--- src/rtl/stall_ctrl_pkg.sv ---
// Shared constants for the pipeline stall controller: Tuse/Tnew encoding and
// mult/div latency defaults.
package stall_ctrl_pkg;
    localparam int T_W = 2;
    localparam logic [T_W-1:0] TUSE_NONE = 2'd3;
    localparam int MULT_CYC_DEF = 5;
    localparam int DIV_CYC_DEF = 10;
    localparam int MD_CNT_W = 4;
endpackage

--- src/rtl/stall_ctrl_md_busy_cnt.sv ---
// Mult/div busy tracker: counts down the remaining busy cycles after an issue.
module md_busy_cnt
    import stall_ctrl_pkg::*;
#(
    parameter int MULT_CYC = MULT_CYC_DEF,
    parameter int DIV_CYC  = DIV_CYC_DEF
) (
    input  logic clk,
    input  logic reset,
    input  logic i_start,
    input  logic i_div,
    output logic o_busy
);
    logic [MD_CNT_W-1:0] r_cnt;

    // A new issue always reloads, so the latest start wins.
    always_ff @(posedge clk or negedge reset) begin
        if (!reset) begin
            r_cnt <= '0;
        end else if (i_start) begin
            r_cnt <= i_div ? MD_CNT_W'(DIV_CYC) : MD_CNT_W'(MULT_CYC);
        end else if (r_cnt != '0) begin
            r_cnt <= r_cnt - 1'b1;
        end
    end

    assign o_busy = i_start | (r_cnt != '0);
endmodule

--- src/rtl/stall_ctrl.sv ---
// Decode-stage stall controller: register hazards against E/M plus mult/div
// busy interlock, with a saturating stall-cycle counter.
module stall_ctrl
    import stall_ctrl_pkg::*;
#(
    parameter int MULT_CYC = MULT_CYC_DEF,
    parameter int DIV_CYC  = DIV_CYC_DEF
) (
    input  logic           clk,
    input  logic           reset,
    input  logic [4:0]     D_rs,
    input  logic [4:0]     D_rt,
    input  logic [T_W-1:0] D_Tuse_rs,
    input  logic [T_W-1:0] D_Tuse_rt,
    input  logic [4:0]     E_A3,
    input  logic [4:0]     M_A3,
    input  logic [T_W-1:0] E_Tnew,
    input  logic [T_W-1:0] M_Tnew,
    input  logic           D_is_md,
    input  logic           E_md_start,
    input  logic           E_md_div,
    output logic           F_D_RegWE,
    output logic           PC_WE,
    output logic           D_E_clear,
    output logic           md_busy,
    output logic [31:0]    stall_cnt
);
    logic        w_rs_stall;
    logic        w_rt_stall;
    logic        w_md_stall;
    logic        w_stall;
    logic        w_md_busy;
    logic [31:0] r_stall_cnt;

    // Register 0 is never a real producer, so it cannot create a hazard.
    function automatic logic src_hazard(
        input logic [4:0]     src,
        input logic [T_W-1:0] tuse,
        input logic [4:0]     e_a3,
        input logic [T_W-1:0] e_tnew,
        input logic [4:0]     m_a3,
        input logic [T_W-1:0] m_tnew
    );
        logic hit_e;
        logic hit_m;
        hit_e = (src == e_a3) && (e_tnew > tuse);
        hit_m = (src == m_a3) && (m_tnew > tuse);
        return (src != 5'd0) && (tuse != TUSE_NONE) && (hit_e || hit_m);
    endfunction

    md_busy_cnt #(
        .MULT_CYC (MULT_CYC),
        .DIV_CYC  (DIV_CYC)
    ) u_md_busy_cnt (
        .clk     (clk),
        .reset   (reset),
        .i_start (E_md_start),
        .i_div   (E_md_div),
        .o_busy  (w_md_busy)
    );

    assign w_rs_stall = src_hazard(D_rs, D_Tuse_rs, E_A3, E_Tnew, M_A3, M_Tnew);
    assign w_rt_stall = src_hazard(D_rt, D_Tuse_rt, E_A3, E_Tnew, M_A3, M_Tnew);
    assign w_md_stall = D_is_md & w_md_busy;
    assign w_stall    = w_rs_stall | w_rt_stall | w_md_stall;

    assign F_D_RegWE = ~w_stall;
    assign PC_WE     = ~w_stall;
    assign D_E_clear = w_stall;
    assign md_busy   = w_md_busy;
    assign stall_cnt = r_stall_cnt;

    always_ff @(posedge clk or negedge reset) begin
        if (!reset) begin
            r_stall_cnt <= '0;
        end else if (w_stall && (r_stall_cnt != 32'hFFFF_FFFF)) begin
            r_stall_cnt <= r_stall_cnt + 32'd1;
        end
    end
endmodule
--- config.mk ---
export PLATFORM = sky130hd
export DESIGN_NAME = stall_ctrl
export DESIGN_NICKNAME = d
export VERILOG_FILES = /design/src/rtl/stall_ctrl_pkg.sv /design/src/rtl/stall_ctrl_md_busy_cnt.sv /design/src/rtl/stall_ctrl.sv
export SDC_FILE = /design/constraint.sdc
export NUM_CORES = 1
export LEC_CHECK = 0
export CAP_MARGIN = 20
export CORE_ASPECT_RATIO = 1.75
export CORE_MARGIN = 2
export CORE_UTILIZATION = 49
export CTS_BUF_LIST = sky130_fd_sc_hd__clkbuf_8
export CTS_CLUSTER_DIAMETER = 30
export DETAILED_ROUTE_END_ITERATION = 10
export PLACE_DENSITY_LB_ADDON = 0.25
export SLEW_MARGIN = 40
export SYNTH_ARGS = -nofsm -noshare
export SYNTH_HDL_FRONTEND = slang
export SYNTH_SLANG_ARGS = --single-unit
--- constraint.sdc ---
create_clock -name clk -period 3.45 [get_ports clk]
set_input_delay 0.69 -clock clk [delete_from_list [all_inputs] [get_ports clk]]
set_output_delay 0.69 -clock clk [all_outputs]
set_load 0.05 [all_outputs]
==> impl_metrics.json <==
{
  "path_delay_family": "buffers and inverters",
  "cts_root_buf": "clkbuf_8",
  "routed_wl_um": 5660,
  "layout-drive-gt1-share": 0.121,
  "routed_via_density": 5.65,
  "drv_slew": 0,
  "crit_required_ns": 2.76,
  "clkPwrFrac": 0.235,
  "vdd_drop_max_mv": 0.398,
  "fin_hold_ws_ns": 0.501,
  "synth_edf_count": 0,
  "min_period_ns": 3.28,
  "synth.distinct_cells": 38,
  "netlist_instances": 230,
  "grt_usage": 0.228,
  "grt_overflow": 0,
  "core_area_mm2": 0.00440,
  "clk_pin_slew_worst_paths_ns": 0.07,
  "skew_ns": 0.00890,
  "syn_area_per_cell_um2": 9.82,
  "die_h_um": 93.8,
  "clock_sinks": 36,
  "vias": 2016,
  "max_freq_ghz": 0.305,
  "powerDensity_mw_per_mm2": 436,
  "synth_area_leaders": "dfrtp_1 (40%), xnor2_1 (13%), ha_1 (6.1%)",
  "arrival_ns": 2.59,
  "tightest_slew_ns": 0.605,
  "ys.flop_type": "dfrtp_1",
  "synthTopCellsByCount": "dfrtp_1 (36), xnor2_1 (33), nand4_1 (19)",
  "die_w_um": 55.3,
  "end_kind": "output pin",
  "port-buffer-count": 68,
  "crit_type": "in2out",
  "dieArea_mm2": 0.00519,
  "synth_area_mm2": 0.00226,
  "p_int_mw": 0.867,
  "first_pass_iters": 4,
  "yosys.area.top_type": "dfrtp_1",
  "cap_violations": 0,
  "wl_per_cell_um": 15.9,
  "comb_power_share": 0.373,
  "critPathMaxFanout": 8,
  "final_core_util": 0.719,
  "place_area_mm2": 0.00305,
  "n_antenna_cell": 0,
  "finalSetupViolations": 0,
  "htreeDepth": 2,
  "grt_pass1_wl_um": 9310,
  "postCtsHoldBufs": 0,
  "synth_nets": 274,
  "placementRows": 32,
  "syn2layout_area_growth_pct": 40.2,
  "gp_congestion": 0.900,
  "start_kind": "primary input",
  "critPathBufInv": 4,
  "slowest_delay_ns": 0.47,
  "drtIter0Drc": 56,
  "grt_pass1_vias": 2059,
  "floorplan.initialDensity": 0.513,
  "path_cells": "clkdlybuf4s50_1 > inv_1 > ha_1 > nand2_1 > nand4_1 > nor4_2 > o221ai_1 > and3_4 > inv_2 > buf_12",
  "hold_viol": 0,
  "max-clock-path-buffers": 2,
  "switchingPower_mw": 0.515,
  "slew_headroom": 0.594,
  "clk_latency_ns": 0.29,
  "ys_seq_area_frac": 0.399,
  "period_share": 0.950,
  "grt_setup_unrepaired": "no",
  "p_sw_frac": 0.373,
  "min_path_type": "reg2reg",
  "stdcell_area_mm2": 0.00317,
  "route.detailed.drc": 0,
  "p_leak_nw": 1.31,
  "hpwl_um": 4350,
  "synth_seq_cells": 36,
  "power_frac_seq": 0.392,
  "status": "finished, final reports clean",
  "grt_max_degree": 37,
  "synth_most_common_cell": "dfrtp_1",
  "post_cts_buffers": 0,
  "async_flop_share": 1.00,
  "yosys.area.top_type_share": 0.399,
  "cpMaxStageDelayCell": "clkdlybuf4s50_1",
  "nets": 350,
  "cts_tree": "yes",
  "antenna_found_initial": 0,
  "numCtsBuffers": 5,
  "ios": 69,
  "synth_warnings": 0,
  "postRouteAntennaNets": 0
}
==> metal layers <==
| layer | vias up | share of wire | track usage |
|---|---|---|---|
| met5 | - | 0 | 0 |
| met4 | 0 | 0.047 | 0.134 |
| met3 | 16 | 0.047 | 0.0331 |
| met2 | 88 | 0.55 | 0.417 |
| met1 | 946 | 0.36 | 0.243 |
| li1 | 966 | - | - |
==> logic make-up after synthesis <==
group,after synthesis,share of synthesized area
and+or+nand+nor,91,0.233
muxes,4,0.0199
adders and majority gates,11,0.0609
buffers and inverters,20,0.0393
DFF,36,0.399
xor gates and xnor gates,50,0.201
AOI/OAI and AO/OA,18,0.0471
==> state kept, by name, indices dropped and copies added, names as in the netlist <==
| signal | count |
|---|---|
| u_md_busy_cnt.r_cnt | 4 |
| stall_cnt | 32 |
==> worst reg2reg max path: cells and delay by family (launching register included) <==
kind | cells | cell delay (ns)
simple gates | 4 | 1.01
compound gates | 1 | 0.51
flops | 1 | 0.41
fa+ha+maj | 1 | 0.21
xor+xnor | 1 | 0.17
==> placed cells by master (no fill, tap or decap), types with 10 or more instances in the layout <==
cell / count
xor2_1: 15
nand4_1: 19
nand2_1: 12
xnor2_1: 33
ha_1: 11
and3_1: 10
clkdlybuf4s50_1: 64
a21oi_1: 10
inv_1: 13
dfrtp_1: 36
nand3_1: 16
==> area by class of cell <==
class,instances,area [um^2]
Fill cell,349,1240
Tap cell,51,63.8
Inverter,14,52.6
Clock buffer,7,96.3
Sequential cell,36,901
Timing Repair Buffer,75,761
Multi-Input combinational cell,174,1290
==> path summary, 6_finish.rpt <==
check                               from             to  slack (ns)  depth (start not counted)
setup / recovery            D_Tuse_rs[1]      D_E_clear        0.17                         10
hold / removal             stall_cnt[29]  stall_cnt[29]        0.50                          1
setup reg to reg            stall_cnt[0]  stall_cnt[26]        1.02                          7
hold reg to reg            stall_cnt[29]  stall_cnt[29]        0.50                          1
max in group asynchronous          reset  stall_cnt[11]        2.30                          2
min in group asynchronous          reset   stall_cnt[5]        0.82                          2
==> power groups by stage <==
| stage | Clock, mW | Sequential (mW) | Combinational (mW) |
|---|---|---|---|
| 2_1_floorplan | 0 | 0.680 | 0.173 |
| 4_1_cts | 0.329 | 0.542 | 0.513 |
| 3_3_place_gp | 0 | 0.547 | 0.501 |
| 3_5_place_dp | 0 | 0.549 | 0.510 |
| 5_1_grt | 0.348 | 0.549 | 0.547 |
| 6_report | 0.325 | 0.542 | 0.515 |
==> metrics by stage <==
| stage | setup TNS (ns) | power (mW) | std cells | setup slack (ns) |
|---|---|---|---|---|
| floorplan | 0 | 0.853 | 230 | 0.413 |
| global placement | 0 | 1.05 | 350 | 0.0532 |
| detailed placement | -0.0184 | 1.06 | 350 | -0.0184 |
| CTS | 0 | 1.38 | 357 | 0.0392 |
| global route | 0 | 1.44 | 357 | 0.0292 |
| finish | 0 | 1.38 | 357 | 0.173 |
==> repair_timing <==
item	4_1_cts	5_1_grt
endpoints found under the setup margin	1	3
gates resized for setup	1	5
pin swaps	0	1
(Power assumes the default switching activity.)
